### src/rtl/mem_stage.sv
`default_nettype none
//==============================================================================
// Module   : mem_stage
// Purpose  : Memory-access pipeline stage. Non-memory instructions pass
//            straight through to Mem/WR with no added latency. Loads and
//            stores run one request/acknowledge transaction against a
//            variable-latency data memory. The stage stalls the front of the
//            pipeline during the transaction and sends a bubble to Mem/WR
//            while stalled.
//
// Ports    : clk, reset          - clock, synchronous active-high reset
//            ex_valid .. StoreData - EX/Mem pipeline register contents
//            dm_req/we/addr/wdata/be, dm_ack/rdata - data memory handshake
//            stall              - freezes PC, IF/ID, ID/EX and EX/Mem
//            RegWE_out, Rd_out, DataOut - write-back fields to Mem/WR
//            mem_err            - sticky error (misaligned access / ack timeout)
//
// Revision : 1.0 - initial release
//==============================================================================
module mem_stage #(
    parameter int ACK_TIMEOUT = 64
) (
    input  logic        clk,
    input  logic        reset,

    // EX/Mem pipeline register
    input  logic        ex_valid,
    input  logic        MemRead,
    input  logic        MemWrite,
    input  logic        ByteOp,
    input  logic        RegWE,
    input  logic [4:0]  Rd,
    input  logic [63:0] ALUResult,
    input  logic [63:0] StoreData,

    // Data memory
    output logic        dm_req,
    output logic        dm_we,
    output logic [63:0] dm_addr,
    output logic [63:0] dm_wdata,
    output logic [7:0]  dm_be,
    input  logic        dm_ack,
    input  logic [63:0] dm_rdata,

    // Pipeline control and Mem/WR hand-off
    output logic        stall,
    output logic        RegWE_out,
    output logic [4:0]  Rd_out,
    output logic [63:0] DataOut,
    output logic        mem_err
);

    // Counter must be able to hold the value ACK_TIMEOUT itself.
    localparam int              CNT_W     = $clog2(ACK_TIMEOUT + 1);
    localparam logic [CNT_W-1:0] C_TIMEOUT = CNT_W'(ACK_TIMEOUT);

    localparam logic [1:0] C_ST_IDLE = 2'd0;
    localparam logic [1:0] C_ST_REQ  = 2'd1;
    localparam logic [1:0] C_ST_DONE = 2'd2;

    //--------------------------------------------------------------------------
    // Registers
    //--------------------------------------------------------------------------
    logic [1:0]       r_state;
    logic [63:0]      r_req_addr;   // full byte address; low bits select load lane
    logic             r_req_we;
    logic [7:0]       r_req_be;
    logic [63:0]      r_req_wdata;
    logic             r_req_byte;
    logic [4:0]       r_req_rd;
    logic             r_req_regwe;
    logic [63:0]      r_result;
    logic [CNT_W-1:0] r_cnt;
    logic             r_mem_err;

    //--------------------------------------------------------------------------
    // Combinational helpers
    //--------------------------------------------------------------------------
    logic [1:0]       w_next_state;
    logic             w_memop;
    logic             w_misaligned;
    logic [7:0]       w_be_fmt;
    logic [63:0]      w_wdata_fmt;
    logic [CNT_W-1:0] w_cnt_inc;
    logic             w_timeout;
    logic [7:0]       w_rd_byte;

    assign w_memop      = ex_valid & (MemRead | MemWrite);
    assign w_misaligned = ~ByteOp & (ALUResult[2:0] != 3'b000);

    // Byte accesses use a one-hot enable and replicate the byte on every lane
    // so the memory can pick it up regardless of lane.
    assign w_be_fmt    = ByteOp ? (8'b0000_0001 << ALUResult[2:0]) : 8'hFF;
    assign w_wdata_fmt = ByteOp ? {8{StoreData[7:0]}} : StoreData;

    // The REQ cycle that would make the no-ack count reach ACK_TIMEOUT is the
    // last one; the ack, if present in that same cycle, still wins.
    assign w_cnt_inc = r_cnt + 1'b1;
    assign w_timeout = (r_state == C_ST_REQ) & ~dm_ack & (w_cnt_inc == C_TIMEOUT);

    assign w_rd_byte = dm_rdata[{r_req_addr[2:0], 3'b000} +: 8];

    //--------------------------------------------------------------------------
    // FSM: state register
    //--------------------------------------------------------------------------
    always_ff @(posedge clk) begin
        if (reset) begin
            r_state <= C_ST_IDLE;
        end else begin
            r_state <= w_next_state;
        end
    end

    //--------------------------------------------------------------------------
    // FSM: next-state logic
    //--------------------------------------------------------------------------
    always_comb begin
        w_next_state = r_state;
        case (r_state)
            C_ST_IDLE: begin
                if (w_memop) begin
                    w_next_state = w_misaligned ? C_ST_DONE : C_ST_REQ;
                end
            end
            C_ST_REQ: begin
                if (dm_ack || w_timeout) begin
                    w_next_state = C_ST_DONE;
                end
            end
            C_ST_DONE: begin
                // Every memory op leaves through IDLE, so requests never overlap.
                w_next_state = C_ST_IDLE;
            end
            default: begin
                w_next_state = C_ST_IDLE;
            end
        endcase
    end

    //--------------------------------------------------------------------------
    // FSM: outputs
    //--------------------------------------------------------------------------
    always_comb begin
        dm_req    = 1'b0;
        dm_we     = 1'b0;
        dm_be     = 8'h00;
        stall     = 1'b0;
        RegWE_out = ex_valid & RegWE;
        Rd_out    = Rd;
        DataOut   = ALUResult;
        case (r_state)
            C_ST_IDLE: begin
                if (w_memop) begin
                    stall     = 1'b1;
                    RegWE_out = 1'b0;
                end
            end
            C_ST_REQ: begin
                dm_req    = 1'b1;
                dm_we     = r_req_we;
                dm_be     = r_req_be;
                stall     = 1'b1;
                RegWE_out = 1'b0;
            end
            C_ST_DONE: begin
                // EX/Mem still holds the memory op; its fields are ignored here.
                RegWE_out = r_req_regwe;
                Rd_out    = r_req_rd;
                DataOut   = r_result;
            end
            default: begin
                RegWE_out = 1'b0;
            end
        endcase
    end

    assign dm_addr  = {r_req_addr[63:3], 3'b000};
    assign dm_wdata = r_req_wdata;
    assign mem_err  = r_mem_err;

    //--------------------------------------------------------------------------
    // Request, result, counter and error registers
    //--------------------------------------------------------------------------
    always_ff @(posedge clk) begin
        if (reset) begin
            r_req_addr  <= 64'd0;
            r_req_we    <= 1'b0;
            r_req_be    <= 8'h00;
            r_req_wdata <= 64'd0;
            r_req_byte  <= 1'b0;
            r_req_rd    <= 5'd0;
            r_req_regwe <= 1'b0;
            r_result    <= 64'd0;
            r_cnt       <= '0;
            r_mem_err   <= 1'b0;
        end else begin
            case (r_state)
                C_ST_IDLE: begin
                    if (w_memop) begin
                        r_req_addr  <= ALUResult;
                        r_req_we    <= MemWrite;
                        r_req_be    <= w_be_fmt;
                        r_req_wdata <= w_wdata_fmt;
                        r_req_byte  <= ByteOp;
                        r_req_rd    <= Rd;
                        r_req_regwe <= w_misaligned ? 1'b0 : (RegWE & MemRead);
                        r_cnt       <= '0;
                        if (w_misaligned) begin
                            r_mem_err <= 1'b1;
                        end
                    end
                end
                C_ST_REQ: begin
                    if (dm_ack) begin
                        // Stores leave the previous result untouched.
                        if (!r_req_we) begin
                            r_result <= r_req_byte ? {56'd0, w_rd_byte} : dm_rdata;
                        end
                    end else begin
                        r_cnt <= w_cnt_inc;
                        if (w_timeout) begin
                            r_mem_err   <= 1'b1;
                            r_req_regwe <= 1'b0;
                        end
                    end
                end
                default: begin
                end
            endcase
        end
    end

endmodule
`default_nettype wire

### config.mk
export PLATFORM = sky130hd
export DESIGN_NAME = mem_stage
export DESIGN_NICKNAME = d
export VERILOG_FILES = /design/src/rtl/mem_stage.sv
export SDC_FILE = /design/constraint.sdc
export NUM_CORES = 1
export LEC_CHECK = 0
export ABC_AREA = 0
export BUFFER_PORTS_ARGS = -buffer_cell sky130_fd_sc_hd__buf_2
export CAP_MARGIN = 20
export CORE_AREA = 2 2 162 164
export CTS_CLUSTER_SIZE = 8
export DETAILED_ROUTE_END_ITERATION = 8
export DIE_AREA = 0 0 164 166
export GPL_TIMING_DRIVEN = 1
export PLACE_DENSITY = 0.72
export SLEW_MARGIN = 5
export SYNTH_ARGS = -nofsm -noshare
export SYNTH_HDL_FRONTEND = slang
export SYNTH_SLANG_ARGS = --single-unit
### constraint.sdc
create_clock -name clk -period 1.8 [get_ports clk]
set_input_delay 0.36 -clock clk [delete_from_list [all_inputs] [get_ports clk]]
set_output_delay 0.36 -clock clk [all_outputs]
set_load 0.05 [all_outputs]
### Yosys cells after proc, flatten, opt, wreduce, memory -nomap -nowiden

Cells that the tools add are included.

* register bits after elaboration: 218
* word-level logic and storage cells: 71

* add/subtract/negate cells: 1
* equality and inequality tests: 8
* shift-type cells: 2
* muxes and demuxes: 29
* bitwise gates (word level): 10
* reductions and logical operators: 10

Operator list (number)
* 64-bit two-way mux: 3
* 64-bit by 7-bit variable part select with 8-bit output: 1
* 8-bit two-way mux: 2
* 7-bit two-way mux: 2
* 7-bit one-hot mux with 2 select lines: 1
* 1-bit two-way mux: 12
* 2-bit inequality test, second input constant: 4
* 1-bit one-hot mux with 2 select lines: 4
* 1-bit by 3-bit left shift with 8-bit output, first input constant: 1
* 7-bit by 1-bit adder with 7-bit output, second input constant: 1
* 7-bit == test, second input constant: 1
* 1-bit bitwise AND: 6
* 2-bit two-way mux: 3
* 3-bit AND reduction: 2
* 5-bit two-way mux: 1
* 5-bit AND reduction: 1
* 2-bit one-hot mux with 2 select lines: 1
* 2-bit AND reduction: 2
* 4-bit AND reduction: 1
* 1-bit NOT: 3
* 3-bit nonzero test: 1
* 2-bit by 1-bit == test with 1-bit output, second input constant: 1
* 2-bit == test, second input constant: 1
* 2-bit zero test: 1
* 4 further kinds: 4

### Logic depth before layout (Yosys ltp)

Gate-level depths: netlist (run 1).

* depth in word-level cells: 6
* gate-level depth with buffers: 8

### Worst setup path before layout (run 1)

No wires, ideal clock.

* path kind: register to output
* start point: register r_state[1]
* end point: output DataOut[0]
* arrival: 2.039 ns
* required time: 1.440 ns
* slack: -0.599 ns
* cell stages (with the launch flop): 6
* cells stage by stage: dfxtp_1 buf_2 nor2b_1 clkbuf_1 clkbuf_1 o21ai_0

* word-level cells in the longest chain between the ends: 2

RTL lines
* start: declaration: RTL line 64 `logic [1:0] r_state;`
* start signal: assignment: RTL line 110 `r_state <= w_next_state;`
* 2-bit == test: RTL line 151 `case (r_state)`
* 64-bit two-way mux: RTL line 151
* end: declaration: RTL line 49 `output logic [63:0] DataOut,`

No other way between the ends.

### Worst setup path in the final report (run 1)

* start point: register r_state[1]
* end point: output DataOut[14]

The elaborated chain is that of the path after synthesis.

==> results.toml, run 1 <==
[die]
die_h_um = 166
fp-row-count = 59
start_util_pct = 40.7
die_x_um = 164
core_area_um2 = 25600
dieArea_um2 = 27200
io_pins = 415

[timing]
fmax_ghz = 0.433
finalHoldViolations = 0
relSlewSlack_pct = 55.2
layout_setup_ws_ps = -511
rsz0062_at_grt = "yes"
clock_skew_ps = 12.6
worst_slew_pin_slew_ps = 672
fin_crit_sh_pct = 128
min_period_ps = 2310
hold_ws_ps = 52.7
finalSetupViolations = 104
maxSlewViolCount = 0

[setup_path]
end_kind = "output pin"
critical_path_class = "register to output pin"
reg2reg_setup_slack_ps = -100
cp_max_fo = 6
crit_arrival_ps = 1950
ff2ff_path_depth = 10
critical_path_required_ps = 1440
r2r-start = "r_state[1]"
r2r-end = "r_result[14]"
cp-start-kind = "register"

[synthesis]
synth_top_area_share_pct = 41.8
synth_most_common_cell = "dfxtp_1"
syn_inst = 1206
synth-async-reset-ratio_pct = 0
yosys_warnings = 0
syn_area_um2 = 10400
synthTopCellsByArea = "dfxtp_1 42%, a21oi_1 7.3%, mux2_2 7.2%, mux2i_1 6.1%, nand2_1 6.1%"
synth_commonest_cells = "218 x dfxtp_1, 169 x nand2_1, 152 x a21oi_1"
ys_ff_latch = 218
synth_ff_type = "dfxtp_1"
synth_edf_count = 0
synth_area_per_cell_um2 = 8.65
synth_cell_types = 42
synth_top_cell_by_area = "dfxtp_1"
ys_seq_area_share_pct = 41.8

[global_route]
grt_pass1_wl_um = 56800
antenna_found_initial = 10
grt_max_degree = 72
first_global_vias = 9942
grt-ovfl-total = 0
gr-usage-all-layers_pct = 26.7

[route]
num_vias = 10900
initialDrtViolationCount = 850
drc = 0
first_pass_iters = 5
totalWireLength_um = 43100
drt-wirelength-per-cell_um = 22.4
antenna_left = 0
vias_per_cell = 5.65

[finish]
fin_nets = 1788
drive_above_1_share_pct = 48.3
final_area_um2 = 16100
area_delta_synth_final_pct = 54.6
final_cells = 1927

[clock_tree]
cts_buffers = 31
cts_buffer_depth = 3
postCtsHoldBufs = 0
clock_sinks = 218
clk_pin_slew_ps = 50
cts_max_level = 1
cts_tree = "done"
cts_root_buffer = "clkbuf_16"
clkLatencyLatePin_ps = 570

[placement]
dp_cells = 1827
dp_slack_ps = -58.5
dp_hpwl_um = 26400
gp_congestion = 0.902
placed_area_um2 = 12800
portBuffers = 411

[power]
vdd_drop_max_v = 0.000786
total_power_w = 0.0148
power.leakage_nw = 7.00
power_density_nw_per_um2 = 916

[worst_hold_path]
worst_hold_path.endpoint = "r_req_rd[3]"
whs_path_depth = 3
min_from = "Rd[3]"
hold_path_class = "primary input to register"

[outcome]
violations = "negative setup slack"
status = "finished with violations"

[flow_run]
cap_violations = 0
-- placed cells by master (no fill, tap or decap), drive strengths merged, types with 6 or more instances in the layout --
cell type	instances
a211oi	64
a21oi	152
and2	10
buf	499
clkbuf	49
dfxtp	218
diode	9
inv	7
mux2	67
mux2i	64
mux4	16
nand2	169
nand3	6
nor2	146
nor3	7
nor3b	57
o21ai	12
-- sequential cells by signal, indices dropped and copies added (netlist names) --
signal	count
dm_wdata	64
r_req_addr	64
r_result	64
r_req_be	8
r_cnt	7
r_req_rd	5
r_state	2
mem_err	1
r_req_byte	1
r_req_regwe	1
r_req_we	1
-- stage by stage --
stage	utilization (%)	TNS [ps]
after floorplan	-	-3390
after global placement	49.8	-13.8
after detailed placement	49.8	-1650
after CTS	57.7	-35280
after global routing	63.0	-43500
final	63.0	-36020
-- repair_timing --
item / 4_1_cts / 5_1_grt
endpoints found under the setup margin: 85 / 246
cloned: 8 / 17
pin swaps: 23 / 88
resized for setup: 248 / 176
setup buffers: 16 / 19
-- worst max path at each step --
stage               start            to  slack, ps  cells after the start
2_1_floorplan  r_state[1]   DataOut[61]        -60                      5
5_1_grt        r_state[1]   DataOut[14]       -550                      5
4_1_cts        r_state[1]   DataOut[32]       -490                      5
3_3_place_gp   r_state[0]  r_result[49]        -10                      8
6_report       r_state[1]   DataOut[14]       -510                      5
3_5_place_dp     MemWrite  dm_wdata[17]        -60                      7
-- final cells by class --
| type | count | area, um^2 |
|---|---|---|
| antenna | 9 | 22.5 |
| clock buffer | 33 | 783 |
| clock inverter | 2 | 50.0 |
| fill | 1960 | 9480 |
| inverter | 6 | 22.5 |
| multi-input combinational | 809 | 6040 |
| sequential | 218 | 4370 |
| tap | 335 | 419 |
| timing repair buffer | 515 | 4420 |
-- power by group --
part,internal (W),switching [W]
clock,0.00317,0.00215
combinational,0.00156,0.00260
sequential,0.00512,0.000184
-- worst max-delay path, cell delays in order (launching register included) --
cell,delay (ps)
dfxtp_2,320
nor2b_4,180
buf_6,190
clkbuf_16,180
mux2_2,360
buf_6,160
-- layer usage --
layer / part of all wire (%) / vias up / GRT usage, %
met3: 9.4 / 145 / 6.97
met4: 4.8 / 4 / 10.4
met2: 49 / 650 / 46.1
met1: 36 / 5222 / 31.5
met5: 0.070 / - / 0
li1: - / 4859 / -
-- kinds of logic (layout without fill, tap and decap cells) --
logic type / Yosys count / in the layout / share of synthesized area, %
xor+xnor: 1 / 1 / 0.0840
compound gates: 246 / 246 / 13.9
other cells: 1 / 12 / 0.0359
simple gates: 410 / 410 / 17.7
buf+inv: 181 / 556 / 9.34
flops: 218 / 218 / 41.8
fa+ha+maj: 2 / 2 / 0.240
mux: 147 / 147 / 16.8
Note: power is estimated with default switching activity, not from simulation.
==> run 2: changes to the inputs <==
ABC_AREA = 1   (was 0)
CORE_AREA = 2 2 164 166   (was 2 2 162 164)
DIE_AREA = 0 0 166 168   (was 0 0 164 166)
PLACE_DENSITY = 0.69   (was 0.72)
==> run 2 against run 1 <==
Against the previous run:
- the run still ends with negative setup slack left
- combinational power fell by 1%
- largest cell class unchanged
- total power fell by 0.49%
- area after synthesis fell by 4.0%
- first-iteration DRC count fell by 15%
- critical path type unchanged
- critical path depth rose by 1
- largest power group unchanged
- sequential share of layout area rose by 3.2 points
- die area rose by 2.4%
- highest routed layer unchanged
- design area fell by 10%
==> results.toml, run 2 <==
[power]
comb_power_share_pct = 27.9
power.leakage_nw = 6.66
p_sw_w = 0.00500
vdd_drop_max_v = 0.000783
power_density_nw_per_um2 = 1020
p_int_w = 0.00971
swShare_pct = 34.0
power.share.clock_pct = 35.6
p_seq_share_pct = 36.5

[placement]
gp_congestion = 0.842
dp_slack_ps = 34.9
portBuffers = 411
placed_area_um2 = 12000
dp_hpwl_um = 25400

[global_route]
antenna_found_initial = 7
grt_max_degree = 136
grt-ovfl-total = 0
first_global_vias = 10100
gr-usage-all-layers_pct = 24.9
grt_pass1_wl_um = 56000

[synthesis]
synthTopCellsByArea = "dfxtp_1 44%, nor2_1 7.3%, o21ai_0 6.9%, mux2_2 6.9%, nand2_1 5.8%"
synth_area_per_cell_um2 = 7.78
synth-async-reset-ratio_pct = 0
synth_top_area_share_pct = 43.6
yosys_warnings = 0
synth_commonest_cells = "218 x dfxtp_1, 196 x nor2_1, 155 x nand2_1"
synth_ff_type = "dfxtp_1"
synth_edf_count = 0
synth_most_common_cell = "dfxtp_1"
synth_cell_types = 33
syn_inst = 1287
syn_area_um2 = 10000
synth_top_cell_by_area = "dfxtp_1"
ys_ff_latch = 218
ys_seq_area_share_pct = 43.6

[setup_path]
critPathMaxStageDelay_ps = 330
end_kind = "output pin"
cp_max_fo = 6
critical_path_class = "register to output pin"
cp-start-kind = "register"
crit_path_cell_trace = "inv_4 -> nand2_8 -> buf_12 -> buf_16 -> mux2_4 -> buf_8"
path_buf_inv = 4
cpMaxStageDelayCell = "dfxtp_2"
critical_path_required_ps = 1440
critPathTopFamily = "buffers and inverters"
crit_arrival_ps = 1830
reg2reg_setup_slack_ps = 70

[clock_tree]
cts_buffer_depth = 3
clk_pin_slew_ps = 50
cts_root_buffer = "clkbuf_16"
postCtsHoldBufs = 0
clock_sinks = 218
cts_max_level = 1
cts_tree = "done"
clkLatencyLatePin_ps = 560
cts_buffers = 31

[route]
initialDrtViolationCount = 723
vias_per_cell = 5.38
first_pass_iters = 5
num_vias = 10700
drc = 0
drt-wirelength-per-cell_um = 19.7
totalWireLength_um = 39000
antenna_left = 0

[die]
start_util_pct = 38.0
core_area_um2 = 26400
die_x_um = 166
dieArea_um2 = 27900
io_pins = 415
die_h_um = 168
fp-row-count = 60

[finish]
final_common_cell = "buf_2"
final_area_um2 = 14400
drive_above_1_share_pct = 37.9
fillCellCount = 2365
area_delta_synth_final_pct = 44.2
final_cell_mix = "330 x buf_2, 216 x dfxtp_1, 183 x nor2_1"
fin_nets = 1843

[worst_hold_path]
hold_path_class = "primary input to register"

[timing]
finalSetupViolations = 81
fin_crit_sh_pct = 121
rsz0062_at_grt = "yes"
min_period_ps = 2190
clock_skew_ps = 15.4
maxSlewViolCount = 0
fmax_ghz = 0.457
finalHoldViolations = 0
relSlewSlack_pct = 46.1
worst_slew_pin_slew_ps = 809
layout_setup_ws_ps = -386

[outcome]
violations = "negative setup slack"
status = "finished with violations"

[flow_run]
cap_violations = 0
## run 2: cell types whose count changed in the layout (fill, tap and decap cells not counted), moves of 34 or more
cell      before  now
o21ai_0        8  133
mux2i_1       64    0
a31oi_1        1   64
nand3_1        5   65
a211oi_1      49    7
o21ai_1        2   44
nor2_1       146  183
a21oi_1      122   88
## run 2: kinds of logic after synthesis
group,after synthesis,synth area share (%)
muxes,61,6.86
AOI/OAI and AO/OA,374,20.5
DFF,218,43.6
buffers and inverters,202,11.4
adders and majority gates,2,0.250
other,1,0.0374
xor gates and xnor gates,1,0.0875
and+or+nand+nor,428,17.3
## run 2: power groups by stage
stage	combinational [W]	clock (W)	sequential, W
after floorplan	0.00218	0	0.00588
after global placement	0.00344	0	0.00544
after detailed placement	0.00346	0	0.00544
after CTS	0.00384	0.00535	0.00535
after global routing	0.00432	0.00556	0.00539
final	0.00411	0.00523	0.00537
## run 2: layer usage
layer	vias up	GRT usage, %	routed length [um]
li1	5010	-	-
met1	4968	28.9	14700
met3	93	5.76	3100
met5	-	0	41
met4	6	11.6	1690
met2	587	43.7	19500
## run 2: cell type report
class	count	area, um^2	area share [%]
well taps	341	427	2.95
multi-input cells	869	4920	34.1
diodes	3	7.51	0.0520
clock inverters	2	50.0	0.346
clock buffers	33	783	5.42
inverters	39	164	1.13
repair buffers	477	3720	25.8
flip-flops and latches	218	4370	30.2
## run 2: worst paths after layout
kind	from	to	cells after the start
setup / recovery	r_state[0]	DataOut[39]	6
hold / removal	ALUResult[3]	r_req_addr[3]	3
setup reg to reg	r_state[1]	r_req_be[4]	10
hold reg to reg	r_result[19]	r_result[19]	2
## run 2: worst min-delay path, cell delays in order
cell and delay, ps:
buf_2 90, nor2_1 40, nor2_1 80
## run 2: repair_timing
| item | CTS | global route |
|---|---|---|
| buffers inserted | 16 | 10 |
| gates resized for setup | 229 | 113 |
| setup endpoints to repair | 81 | 184 |
| gates cloned | 5 | 5 |
| pin swaps | 8 | 9 |
| endpoints found under the hold margin | 0 | 0 |
## run 2: metrics by stage
stage               power [W]  hold slack (ps)  TNS [ps]  utilization (%)  cells
floorplan             0.00806              430     -3470                -   1289
detailed placement    0.00890              448         0             45.4   1910
global route           0.0153             41.1    -30860             54.8   1982
finish                 0.0147             44.5    -27520             54.8   1982
CTS                    0.0145             13.2    -31020             52.5   1966
global placement      0.00887              441         0             45.4   1910
==> run 3: changes to the inputs <==
--- a/config.mk
+++ b/config.mk
@@ -9,8 +9,8 @@
 export BUFFER_PORTS_ARGS = -buffer_cell sky130_fd_sc_hd__buf_2
 export CAP_MARGIN = 20
-export CORE_AREA = 2 2 164 166
+export CORE_AREA = 2 2 160 162
 export CTS_CLUSTER_SIZE = 8
 export DETAILED_ROUTE_END_ITERATION = 8
-export DIE_AREA = 0 0 166 168
+export DIE_AREA = 0 0 162 164
 export GPL_TIMING_DRIVEN = 1
 export PLACE_DENSITY = 0.69
==> constraint.sdc (replaced) <==
create_clock -name clk -period 2.1 [get_ports clk]
set_input_delay 0.42 -clock clk [delete_from_list [all_inputs] [get_ports clk]]
set_output_delay 0.42 -clock clk [all_outputs]
set_load 0.005 [all_outputs]
==> run 3 against run 2 <==
Against the previous run:
- the run still ends with negative setup slack left
- sequential power is 14% lower
- clock skew up 2.8 ps
- core utilization down 0.81 points
- critical endpoint is now DataOut[21]
- largest power group unchanged
==> results.toml, run 3 (same netlist as run 2, synthesis figures left out) <==
[outcome]
status = "finished with violations"
violations = "negative setup slack"

[setup_path]
r2r-end = "dm_wdata[61]"
startpoint = "r_state[0]"
cp-start-kind = "register"
cp_max_fo = 5
ff2ff_path_depth = 8
critical_path_required_ps = 1680
reg2reg_setup_slack_ps = 210
critical_path_class = "register to output pin"
crit_arrival_ps = 1780
end_kind = "output pin"
r2r-start = "r_state[1]"

[die]
dieArea_um2 = 26600
fp-row-count = 58
die_x_um = 162
die_h_um = 164
io_pins = 415
core_area_um2 = 24800
start_util_pct = 40.4

[route]
num_vias = 10300
drt-wirelength-per-cell_um = 18.1
drc = 0
antenna_left = 0
first_pass_iters = 5
totalWireLength_um = 35100
vias_per_cell = 5.32
initialDrtViolationCount = 680

[power]
p_int_w = 0.00794
p_sw_w = 0.00298
total_power_w = 0.0109
power.share.clock_pct = 39.6
vdd_drop_max_v = 0.000553
power_density_nw_per_um2 = 815
p_seq_share_pct = 42.2
comb_power_share_pct = 18.2
swShare_pct = 27.3
power.leakage_nw = 6.27

[clock_tree]
clock_sinks = 218
cts_buffer_depth = 3
cts_buffers = 31
clk_pin_slew_ps = 50
clkLatencyLatePin_ps = 550
cts_max_level = 1
cts_root_buffer = "clkbuf_16"
cts_tree = "done"

[flow_run]
cap_violations = 0

[timing]
min_period_ps = 2200
rsz0062_at_grt = "yes"
fmax_ghz = 0.454
finalHoldViolations = 0
maxSlewViolCount = 0
layout_setup_ws_ps = -105
finalSetupViolations = 63
clock_skew_ps = 18.2
relSlewSlack_pct = 43.8
worst_slew_pin_slew_ps = 842
hold_ws_ps = 110
fin_crit_sh_pct = 105

[finish]
final_cell_mix = "351 x buf_2, 216 x dfxtp_1, 192 x nor2_1"
area_delta_synth_final_pct = 33.9
drive_above_1_share_pct = 35.4
final_cells = 1940
fin_nets = 1811
final_common_cell = "buf_2"

[global_route]
grt_max_degree = 146
grt_use_met1_pct = 28.4
gr-usage-all-layers_pct = 24.4
busiest_layer = "met2"
use_met3_pct = 4.97
grt_pass1_wl_um = 51900
met2_usage_pct = 43.0
first_global_vias = 9639
antenna_found_initial = 5
grt-ovfl-total = 0

[placement]
gp_congestion = 0.857
dp_hpwl_um = 24200
dp_cells = 1886
portBuffers = 411

[worst_hold_path]
hold_path_class = "primary input to register"
whs_path_depth = 3
worst_hold_path.endpoint = "r_req_addr[13]"
min_from = "ALUResult[13]"
## run 3: cell count changes in the layout (fill, tap and decap cells not counted), sizes merged
cell      change
buf          -28
bufinv        -1
diode         +2
inv           -2
clkinv        +2
clkinvlp      +1
clkbuf        -5
## run 3: metal layers
| metal | vias to the layer above | wire length, um |
|---|---|---|
| li1 | 4947 | - |
| met1 | 4777 | 13600 |
| met2 | 500 | 17200 |
| met3 | 91 | 2750 |
| met4 | 0 | 1580 |
| met5 | - | 0 |
## run 3: worst max path at each step
stage                     depth (start not counted)  slack [ps]           end
after floorplan                                   5         400   DataOut[49]
after detailed placement                          7         -30  dm_wdata[61]
after global placement                            7         100  dm_wdata[55]
after CTS                                         6        -140   DataOut[20]
final                                             6        -100   DataOut[21]
after global routing                              6        -160   DataOut[12]
## run 3: power by group through the flow
stage               Sequential, W  Combinational [W]  Clock [W]
floorplan                 0.00465            0.00107          0
global placement          0.00467            0.00169          0
detailed placement        0.00467            0.00171          0
CTS                       0.00460            0.00192    0.00440
global route              0.00463            0.00217    0.00456
finish                    0.00461            0.00199    0.00433
## run 3: cell type report
cell class | instances | area, um^2
Timing Repair Buffer | 445 | 2870
Sequential cell | 218 | 4370
Inverter | 39 | 159
Clock inverter | 2 | 16.3
Tap cell | 330 | 413
Clock buffer | 32 | 779
Antenna cell | 5 | 12.5
Fill cell | 2301 | 11400
Multi-Input combinational cell | 869 | 4790
## run 3: timing repair
| item | 4_1_cts | 5_1_grt |
|---|---|---|
| buffers inserted | 10 | 2 |
| pin swaps | 3 | 2 |
| endpoints found under the setup margin | 72 | 117 |
| hold buffers | 0 | 0 |
| resized for setup | 118 | 29 |
| cloned | 2 | 0 |
## run 3: critical path, cell delays in order, from the launching register on
cell     delay (ps)
dfxtp_2         330
inv_4            80
nand2_8         100
buf_12          160
buf_8           130
mux2_4          310
buf_6           120
## run 3: per-stage QoR
step | worst slack [ps] | util, % | TNS (ps) | instance area (um^2)
final | -105 | 54.0 | -2920 | 13400
after global routing | -165 | 54.0 | -6780 | 13400
after CTS | -144 | 53.3 | -5530 | 13200
after detailed placement | -26.5 | 47.3 | -26.5 | 11700
after global placement | 103 | 47.3 | 0 | 11700
after floorplan | 400 | - | 0 | 10000
